[config.mk]
export PLATFORM = sky130hd
export DESIGN_NAME = phasecomp_pingpong
export DESIGN_NICKNAME = d
export VERILOG_FILES = /design/src/rtl/pfb_pkg.sv /design/src/rtl/phasecomp_sdp_ram.sv /design/src/rtl/phasecomp_pingpong.sv
export SDC_FILE = /design/constraint.sdc
export NUM_CORES = 1
export LEC_CHECK = 0
export ABC_AREA = 1
export ABC_CLOCK_PERIOD_IN_PS = 5600
export BUFFER_PORTS_ARGS = -buffer_cell sky130_fd_sc_hd__buf_2
export CORE_UTILIZATION = 39
export CTS_CLUSTER_DIAMETER = 50
export DETAILED_ROUTE_END_ITERATION = 12
export GPL_TIMING_DRIVEN = 0
export HOLD_SLACK_MARGIN = 0.15
export PLACE_DENSITY = 0.62
export SLEW_MARGIN = 20
export SYNTH_ARGS = -nofsm -noshare
export SYNTH_HDL_FRONTEND = slang
export SYNTH_SLANG_ARGS = --single-unit
[constraint.sdc]
create_clock -name clk -period 5.6 [get_ports clk]
set_input_delay 0.28 -clock clk [delete_from_list [all_inputs] [get_ports clk]]
set_output_delay 0.28 -clock clk [all_outputs]
set_load 0.03 [all_outputs]
[src/rtl/pfb_pkg.sv]
// Shared types and helpers for the PFB phase-compensation buffer.
//   bank_t      : which half of the ping-pong RAM
//   pc_state_t  : buffer FSM states
//   next_shift  : per-frame rotation advance, (s + D) mod M without pow2 wrap
//   rd_start    : first read index of a frame for a given shift and direction
package pfb_pkg;

  typedef enum logic {BANK_A = 1'b0, BANK_B = 1'b1} bank_t;
  typedef enum logic {PRIME = 1'b0, RUN = 1'b1} pc_state_t;

  // Compare-and-subtract keeps the result in 0..M-1 for any M.
  function automatic int next_shift(input int s, input int m, input int d);
    return (s >= m - d) ? s - (m - d) : s + d;
  endfunction

  // Descending reads start at (s-1) mod M, ascending reads at s.
  function automatic int rd_start(input int s, input int m, input bit reverse);
    if (!reverse) return s;
    return (s == 0) ? m - 1 : s - 1;
  endfunction

endpackage

[src/rtl/phasecomp_sdp_ram.sv]
// Simple dual-port RAM: one write port, one registered read port with enable.
// Ports: clk, rst (sync, clears read register only), we/waddr/wdata,
//        re/raddr, rdata (valid 1 cycle after re; holds otherwise).
module phasecomp_sdp_ram #(
  parameter int WIDTH = 16,
  parameter int DEPTH = 16,
  localparam int AW = $clog2(DEPTH)
) (
  input  logic             clk,
  input  logic             rst,
  input  logic             we,
  input  logic [AW-1:0]    waddr,
  input  logic [WIDTH-1:0] wdata,
  input  logic             re,
  input  logic [AW-1:0]    raddr,
  output logic [WIDTH-1:0] rdata
);

  logic [WIDTH-1:0] mem [DEPTH];

  always_ff @(posedge clk)
    if (we) mem[waddr] <= wdata;

  always_ff @(posedge clk)
    if (rst)     rdata <= '0;
    else if (re) rdata <= mem[raddr];

endmodule

[src/rtl/phasecomp_pingpong.sv]
// Phase-compensation ping-pong buffer between polyphase FIR and FFT.
// Frames of M samples are written alternately into banks A/B; the previous
// frame is replayed circularly rotated by a shift advancing D mod M per frame.
// Ports: clk, rst (sync, active-high), din/din_valid (always accepted),
//        dout/dout_valid/dout_sof (1 cycle after the matching input),
//        shift (rotation of the frame currently being read).
module phasecomp_pingpong
  import pfb_pkg::*;
#(
  parameter int WIDTH   = 16,
  parameter int M       = 8,
  parameter int D       = 6,
  parameter int REVERSE = 1,
  localparam int SW     = $clog2(M)
) (
  input  logic             clk,
  input  logic             rst,
  input  logic [WIDTH-1:0] din,
  input  logic             din_valid,
  output logic [WIDTH-1:0] dout,
  output logic             dout_valid,
  output logic             dout_sof,
  output logic [SW-1:0]    shift
);

  localparam int AW = $clog2(2 * M);

  generate
    if (M < 2 || D <= 0 || D >= M) begin : g_bad_param
      $error("phasecomp_pingpong: need M >= 2 and 0 < D < M");
    end
  endgenerate

  pc_state_t        state, state_nx;
  bank_t            wbank;
  logic [SW-1:0]    wi, ri, ri_step, shift_r, shift_nx, start0, start_nx;
  logic             wrap, rd_en;
  logic [AW-1:0]    waddr, raddr;

  assign wrap     = din_valid && (wi == SW'(M - 1));
  assign shift_nx = SW'(next_shift(int'(shift_r), M, D));
  assign start0   = SW'(rd_start(0, M, REVERSE != 0));
  assign start_nx = SW'(rd_start(int'(shift_nx), M, REVERSE != 0));

  // Read index wraps inside the bank by compare, never by bit overflow.
  always_comb begin
    ri_step = ri;
    if (REVERSE != 0) ri_step = (ri == '0) ? SW'(M - 1) : ri - SW'(1);
    else              ri_step = (ri == SW'(M - 1)) ? '0 : ri + SW'(1);
  end

  // Reads always target the bank not being written.
  assign waddr = (wbank == BANK_B) ? AW'(M) + AW'(wi) : AW'(wi);
  assign raddr = (wbank == BANK_A) ? AW'(M) + AW'(ri) : AW'(ri);

  // FSM: state register
  always_ff @(posedge clk)
    if (rst) state <= PRIME;
    else     state <= state_nx;

  // FSM: next state
  always_comb begin
    state_nx = state;
    case (state)
      PRIME:   if (wrap) state_nx = RUN;
      RUN:     state_nx = RUN;
      default: state_nx = PRIME;
    endcase
  end

  // FSM: outputs
  always_comb begin
    rd_en = 1'b0;
    if (state == RUN) rd_en = din_valid;
  end

  // Index counters, bank select, read shift
  always_ff @(posedge clk) begin
    if (rst) begin
      wi      <= '0;
      wbank   <= BANK_A;
      ri      <= '0;
      shift_r <= '0;
    end else if (din_valid) begin
      if (wrap) begin
        wi    <= '0;
        wbank <= (wbank == BANK_A) ? BANK_B : BANK_A;
        // Leaving PRIME the first stored frame is read with s_0 = 0.
        if (state == PRIME) begin
          shift_r <= '0;
          ri      <= start0;
        end else begin
          shift_r <= shift_nx;
          ri      <= start_nx;
        end
      end else begin
        wi <= wi + SW'(1);
        if (rd_en) ri <= ri_step;
      end
    end
  end

  // Output flags track the RAM read latency. wi is also the output index j
  // because each read is paired with one write of the following frame.
  always_ff @(posedge clk) begin
    if (rst) begin
      dout_valid <= 1'b0;
      dout_sof   <= 1'b0;
    end else begin
      dout_valid <= rd_en;
      dout_sof   <= rd_en && (wi == '0);
    end
  end

  assign shift = shift_r;

  phasecomp_sdp_ram #(.WIDTH(WIDTH), .DEPTH(2 * M)) u_ram (
    .clk   (clk),
    .rst   (rst),
    .we    (din_valid),
    .waddr (waddr),
    .wdata (din),
    .re    (rd_en),
    .raddr (raddr),
    .rdata (dout)
  );

endmodule

==> Word-level counts from Yosys, hierarchy flattened <==
Memory sizes are Yosys's and may differ from the RTL's. A register that Yosys moved wholly into a read port is not among the register bits.
Index checks and enable logic that the tools add are counted.
{ "word_totals": {"register_bits": 13, "mem_bits_rw": 256, "input_bits": 19, "output_inout_bits": 21, "wordCells": 42, "mem_count": 1} }
{ "memory_table": {"columns": ["name", "depth", "width", "rd", "rd_clocked_by_memory_dff", "write_ports", "line", "text"], "rows": [
  ["u_ram.mem", 16, 16, 1, 1, 1, "phasecomp_sdp_ram.sv:19", "logic [WIDTH-1:0] mem [DEPTH];"]
]} }
{ "classes": {"n_addsub": 7, "magnitude_cmp": 1, "eq_ne": 1, "n_mux": 16, "bitwise_logic": 1, "n_reduce_logical": 8} }
{ "op_table": {"columns": ["operator", "count"], "rows": [
  ["$mux 3", 8],
  ["$logic_not 3->1", 3],
  ["$add 4x3->4 const A", 2],
  ["$mux 4", 2],
  ["$sub 3x1->3 const B", 2],
  ["$mux 1", 5],
  ["$reduce_and 2->1", 2],
  ["$add 3x1->3 const B", 1],
  ["$add 3x3->3 const B", 1],
  ["$eq 3x3->1 const B", 1],
  ["$ge 3x2->1 const B", 1],
  ["$sub 3x2->3 const B", 1],
  ["$logic_and 1x1->1", 2],
  ["$pmux 1 s2", 1],
  ["$reduce_bool 2->1", 1],
  ["$not 1->1", 1]
]} }

==> Depth between registers and ports, before layout <==
Gate-level depths: netlist of run 1.
{ "depth": {"depth_word": 6, "depth_mapped": 11, "ltp_nobuf": 9} }

==> Hierarchy <==
Synthesis of run 1 repeated with hierarchy kept, for this count alone.
{ "unflattened": {"hier_cells": 1028, "hier_area_um2": 11622.4} }
{ "by_module_without_submodules": {"columns": ["mod", "n_inst", "cells_per_inst", "area_per_inst_um2", "seq_area_each_um2"], "rows": [
  ["phasecomp_sdp_ram", 1, 951, 11038.1, 8007.7],
  ["phasecomp_pingpong", 1, 77, 584.3, 240.2]
]} }

==> Least setup slack after synthesis of run 1 <==
OpenSTA, ideal clock, no wires.
{ "synth_path": {"kind": "reg2reg", "start": "register wbank", "end": "memory u_ram.mem[4][0] (enable)", "setup_ns": 0.388, "arrival_ns": 1.610, "required_time_ns": 5.212, "path_slack_ns": 3.602, "path_stages_with_launch": 6, "path_buffers": 2, "period_less_slack_ns": 1.998, "cell_sequence": "dfxtp_1 > buf_2 > inv_1 > clkbuf_1 > nand2_1 > nor2_1"} }
{ "synth_via": {"elab_chain_cells": 1} }
{ "synth_lines": {"columns": ["item", "line", "text"], "rows": [
  ["from (decl)", "phasecomp_pingpong.sv:35", "bank_t wbank;"],
  ["from (signal assigned)", "phasecomp_pingpong.sv:87", "wbank <= (wbank == BANK_A) ? BANK_B : BANK_A;"],
  ["$mux 4", "phasecomp_pingpong.sv:53", "assign waddr = (wbank == BANK_B) ? AW'(M) + AW'(wi) : AW'(wi);"],
  ["to (decl)", "phasecomp_sdp_ram.sv:19", null]
]} }
Every way passes these cells.

==> Worst setup path in the final report of run 1 <==
{ "layout_path": {"start": "register wbank", "end": "memory u_ram.mem[5][12] (enable)"} }
Same word-level chain as after synthesis.

==> results of run 1 <==
[critical path, stage by stage, from the launching register on]
cell and delay, ns:
dfxtp_1 0.29, buf_2 0.17, inv_1 0.08, clkbuf_1 0.37, nand2_1 0.29, nor2_2 0.75
[final timing paths]
path         cells after the start                to  startpoint
max                              5  u_ram.mem[5][12]       wbank
min                              1  u_ram.mem[2][12]     din[12]
max reg2reg                      5  u_ram.mem[5][12]       wbank
min reg2reg                      2          shift[2]    shift[2]
[area by class of cell]
cell class | instances | area (µm²)
fillers | 2558 | 15400
flip-flops and latches | 284 | 8250
multi-input cells | 647 | 2840
clock buffers | 37 | 777
repair buffers | 63 | 483
well taps | 384 | 480
plain buffers | 61 | 295
inverters | 33 | 124
clock inverters | 12 | 95.1
[metrics by stage]
step	hold slack (ns)	power, µW	worst slack (ns)
3_3_place_gp	0.466	2470	2.83
4_1_cts	0.156	4250	3.27
3_5_place_dp	0.491	2480	3.29
5_1_grt	0.159	4350	3.11
2_1_floorplan	0.364	2410	3.60
6_report	0.162	4220	3.25
[power by group]
| group | switching, µW | internal [µW] | leakage (µW) |
|---|---|---|---|
| logic | 77.7 | 25.9 | 0.00209 |
| registers | 5.19 | 2330 | 0.00254 |
| clock network | 764 | 1020 | 0.000429 |
| total | 847 | 3370 | 0.00506 |
[flip-flops by register name, indices dropped and copies added (netlist names)]
register     flops
dout_valid       1
u_ram.rdata     16
wi               3
wbank            1
shift            2
dout_sof         1
ri               3
state            1
u_ram.mem      256
[cell usage in the layout (no fill, tap or decap), types with 2 or more instances in the layout]
cell type / netlist / layout
nor2_1: 53 / 37
nand3_1: 213 / 213
buf_6: 0 / 10
buf_4: 4 / 4
clkbuf_16: 0 / 30
nor2_2: 0 / 16
o21ai_0: 2 / 2
nand2_1: 356 / 356
ha_1: 9 / 9
clkinv_2: 0 / 5
buf_1: 2 / 2
buf_8: 0 / 5
dfxtp_1: 28 / 28
clkinv_1: 2 / 6
o211ai_1: 2 / 2
clkbuf_1: 14 / 21
inv_1: 30 / 30
a21oi_1: 9 / 9
dlygate4sd3_1: 0 / 11
buf_2: 41 / 78
edfxtp_1: 256 / 256
[metal layers]
| metal | global-route usage, % | vias up |
|---|---|---|
| met1 | 27.0 | 3631 |
| met3 | 3.20 | 50 |
| met2 | 30.4 | 323 |
| met5 | 0 | - |
| li1 | - | 3699 |
| met4 | 7.30 | 0 |
[kinds of logic after synthesis]
group,count (synthesis)
simple gates,623
flops,284
buf+inv,94
compound gates,14
fa+ha+maj,9
other cells,1
==> run_results.csv, run 1 <==
group,metric,value,unit
status,outcome,"complete, no violations",
synthesis,async_flop_share,0,%
finish,fin_util,46.4,%
finish,fin_nets,1148,
detailed_routing,wl_met3,2250,µm
synthesis,synthTopCellsByArea,"edfxtp_1 67%, nand2_1 12%, nand3_1 9.3%, dfxtp_1 4.9%, buf_2 1.8%",
floorplanning,core_area,0.0288,mm²
synthesis,yosys.area_share.xor_xnor,0,%
clocking,clock_latency,0.57,ns
clocking,holdBufCountCts,11,
clocking,cts_root_buf,"clkbuf_16",
place,gp_congestion,0.884,
finish,layout-drive-gt1-share,13.4,%
finish,area_delta_synth_final,16.4,%
detailed_routing,wl_per_cell,19.0,µm
timing,fin_setup_tns,0,ns
critical_path,critical_path.max_fanout,16,
floorplanning,die-area,0.0301,mm²
detailed_routing,first_iter_violations,722,
detailed_routing,drc,0,
synthesis,synth_common_cells,"356 x nand2_1, 256 x edfxtp_1, 213 x nand3_1, 53 x nor2_1, 41 x buf_2",
detailed_routing,routed_wl,28900,µm
min_path,min_path_type,"in2reg",
global_route,grt_overflow,0,
synthesis,syn_inst,1025,
detailed_routing,postRouteAntennaNets,0,
detailed_routing,dr.pass1.iters,6,
global_route,grt_max_degree,17,
clocking,clock_sinks,284,
place,postPlaceCellArea,0.0124,mm²
timing,maxSlewHeadroom,40.1,%
timing,finalSetupViolCount,0,
synthesis,syn_area,0.0115,mm²
critical_path,cp.required,5.79,ns
place,hpwlAfterDp,19400,µm
synthesis,ys.warnings.count,0,
floorplanning,die_x,173,µm
synthesis,seq_area_frac_synth,71.9,%
synthesis,synth_nets,1053,
synthesis,synth-main-ff-cell,"edfxtp_1",
finish,antenna-diode-count,0,
power,vdd_drop_max,230,µV
timing,rsz0062_at_grt,"no",
global_route,antenna_found_initial,0,
clocking,clk_path_buf_depth,3,
clocking,cts_resized,0,
synthesis,synth_top_family_by_area,"simple AND/OR/NAND/NOR gates",
synthesis,ys_types,19,
clocking,tritoncts,"done",
critical_path,arrival,2.53,ns
clocking,cts_htree_levels,1,
global_route,grt_pass1_vias,7299,
critical_path,cp-start-kind,"register",
critical_path,worstSetupPathType,"reg2reg",
synthesis,synth-edff-count,256,
synthesis,synth-seq-cells,284,
timing,fmax,426,MHz
timing,hold_violations,0,
floorplanning,ios,40,
global_route,grt_pass1_wl,43500,µm
detailed_routing,dr_wl_met2,13100,µm
synthesis,synth_top_cell_area_share,67.0,%
place,numPortBuffers,37,
detailed_routing,vias_per_cell,5.06,
timing,min_period,2.35,ns
clocking,postCtsSetupBuffers,0,
finish,fin_cells,1521,
clocking,clk_pin_slew,0.06,ns
critical_path,reg2reg_slack,3.25,ns
synthesis,yosys.area.top_type,"edfxtp_1",
power,p_leak,0.00506,µW
flow_run,maxCapViolCount,0,
place,dp.cells,1461,
floorplanning,fp.dieH,173,µm
detailed_routing,highest-signal-layer,"met4",
global_route,track_usage,19.4,%
detailed_routing,wl_met1,12600,µm
synthesis,yosysMostFrequentCell,"nand2_1",
floorplanning,start_util,39.8,%
clocking,numCtsBuffers,30,
synthesis,synth.area.mux_share,0,%
timing,worstMarginPinSlew,0.898,ns
timing,slew_viol_final,0,
synthesis,synth_fa_ha_area_share,0.982,%
detailed_routing,vias,7703,
floorplanning,num_rows,62,
timing,post-route-period-util,41.9,%
synthesis,avgSynthCellArea,11.2,µm²
critical_path,cp-end-kind,"register",
synthesis,synthSimpleGateAreaFrac,22.7,%
synthesis,synth_compound_area_share,0.687,%
finish,fin_area,0.0133,mm²
power,p_per_area,316,mW/mm²
timing,finalClockSkew,0.0301,ns
No activity file was read; power rests on OpenSTA's default activity.
==> run 2: changes to the inputs <==
--- a/config.mk
+++ b/config.mk
@@ -6,14 +6,14 @@
 export NUM_CORES = 1
 export LEC_CHECK = 0
 export ABC_AREA = 1
-export ABC_CLOCK_PERIOD_IN_PS = 5600
+export ABC_CLOCK_PERIOD_IN_PS = 2000
 export BUFFER_PORTS_ARGS = -buffer_cell sky130_fd_sc_hd__buf_2
 export CORE_UTILIZATION = 39
 export CTS_CLUSTER_DIAMETER = 50
 export DETAILED_ROUTE_END_ITERATION = 12
 export GPL_TIMING_DRIVEN = 0
 export HOLD_SLACK_MARGIN = 0.15
-export PLACE_DENSITY = 0.62
+export PLACE_DENSITY = 0.64
 export SLEW_MARGIN = 20
 export SYNTH_ARGS = -nofsm -noshare
 export SYNTH_HDL_FRONTEND = slang
==> constraint.sdc (replaced) <==
create_clock -name clk -period 2 [get_ports clk]
set_input_delay 0.1 -clock clk [delete_from_list [all_inputs] [get_ports clk]]
set_output_delay 0.1 -clock clk [all_outputs]
set_load 0.03 [all_outputs]
==> run 2 against run 1 <==
  * Clock-buffer cell count decreased by 2
  * Register-to-register slack got worse by 3.2 ns
  * First-iteration DRC count decreased by 1.7%
  * Die area unchanged
  * Combinational power increased to 3.0 times the previous value
  * Final area increased by 1.7%
  * Global-route usage decreased by 0.19 points
==> run_results.csv, run 2 (same netlist as run 1, synthesis figures left out) <==
group,metric,value,unit
detailed_routing,vias_per_cell,5.16,
finish,layout-drive-gt1-share,14.0,%
detailed_routing,postRouteAntennaNets,0,
timing,post-route-period-util,95.0,%
floorplanning,die_x,173,µm
finish,final_common_cell,"nand2_1",
timing,finalSetupViolCount,0,
critical_path,reg2reg_from,"wbank",
timing,worstMarginPinSlew,0.660,ns
critical_path,setup.worst_path.start,"wbank",
clocking,tritoncts,"done",
timing,slew_viol_final,0,
critical_path,reg2reg_slack,0.10,ns
place,gp_congestion,0.885,
finish,top_regs,"u_ram.mem: 256 flops, u_ram.rdata: 16 flops",
floorplanning,die-area,0.0301,mm²
finish,fin_nets,1159,
timing,min_period,1.90,ns
power,vdd_drop_max,792,µV
clocking,clock_latency,0.54,ns
critical_path,critical_path.max_fanout,16,
finish,area_delta_synth_final,18.3,%
finish,mostFrequentLayoutCells,"354 x nand2_1, 256 x edfxtp_1, 213 x nand3_1",
timing,maxSlewHeadroom,56.0,%
power,p_leak,0.00514,µW
finish,fin_util,47.2,%
critical_path,cp.required,2.17,ns
flow_run,maxCapViolCount,0,
floorplanning,fp.dieH,173,µm
place,numPortBuffers,37,
global_route,grt_pass1_vias,7301,
clocking,clk_pin_slew,0.06,ns
clocking,clk_path_buf_depth,3,
timing,hold_violations,0,
clocking,cts_root_buf,"clkbuf_16",
timing,fmax,526,MHz
status,outcome,"complete, no violations",
critical_path,worstSetupPathType,"reg2reg",
global_route,grt_max_degree,17,
detailed_routing,dr.pass1.iters,6,
clocking,numCtsBuffers,29,
floorplanning,num_rows,62,
timing,finalClockSkew,0.0130,ns
global_route,grt_overflow,0,
critical_path,cp-end-kind,"register",
detailed_routing,wl_per_cell,18.9,µm
min_path,hp-start,"rst",
finish,antenna-diode-count,0,
finish,largest_reg_flops,256,
floorplanning,core_area,0.0288,mm²
detailed_routing,drc,0,
floorplanning,ios,40,
critical_path,arrival,2.07,ns
place,postPlaceCellArea,0.0123,mm²
finish,fin_area,0.0136,mm²
clocking,clock_sinks,284,
clocking,cts_htree_levels,1,
finish,top_register,"u_ram.mem",
floorplanning,start_util,39.8,%
detailed_routing,vias,7905,
global_route,antenna_found_initial,0,
detailed_routing,routed_wl,28900,µm
global_route,track_usage,19.2,%
critical_path,cp-start-kind,"register",
detailed_routing,first_iter_violations,710,
global_route,grt_pass1_wl,43100,µm
min_path,min_path_type,"in2reg",
place,hpwlAfterDp,19100,µm
power,p_per_area,874,mW/mm²
timing,rsz0062_at_grt,"no",
[run 2: changes by cell type in the layout (fill, tap and decap cells not counted), moves of 3 or more]
cell	change
nor2_4	+14
buf_12	+5
nor2_2	-14
buf_4	+4
dlygate4sd3_1	+8
clkbuf_1	-3
[run 2: cell type report]
class	count	area, µm²
buffer	60	294
clock buffer	35	748
clock inverter	13	120
fill	2530	15200
inverter	33	124
multi-input combinational	647	2920
sequential	284	8250
tap	384	480
timing repair buffer	76	641
[run 2: through the flow]
stage / power [µW] / hold WS (ns) / instances / setup slack (ns) / setup TNS [ns]
after floorplan: 6760 / 0.184 / 1025 / 0.00157 / 0
after global placement: 6910 / 0.365 / 1446 / -0.768 / -155.26
after detailed placement: 6930 / 0.370 / 1457 / -0.279 / -25.30
after CTS: 11900 / 0.411 / 1528 / -0.262 / -7.75
after global routing: 12100 / 0.500 / 1532 / 0.00326 / 0
final: 11900 / 0.421 / 1532 / 0.101 / 0
[run 2: repair_timing]
item / 4_1_cts / 5_1_grt
hold endpoints to repair: 269 / 0
endpoints found under the setup margin: 154 / 152
hold buffers: 19 / 0
pin swaps: 7 / 3
setup buffers: 4 / 5
gates resized for setup: 13 / 6
[run 2: metal layers]
layer	global-route usage, %	wire [µm]
met1	27.1	12500
met5	0	0
met4	6.23	732
met3	2.72	2420
met2	30.5	13300
[run 2: power by group]
group	internal (µW)	switching, µW
clock	2900	2110
sequential	6520	15.5
combinational	87.7	226
total	9510	2350
[run 2: worst paths after layout]
kind / cells after the start / to
worst min register to register: 2 / shift[2]
worst min-delay path: 5 / u_ram.rdata[15]
worst max register to register: 4 / u_ram.mem[13][10]
worst max-delay path: 4 / u_ram.mem[13][10]
[run 2: worst max-delay path, stage by stage, from the launching register on]
cell,delay (ns)
dfxtp_1,0.32
buf_2,0.21
clkbuf_2,0.24
nand2_1,0.27
nor2_4,0.49
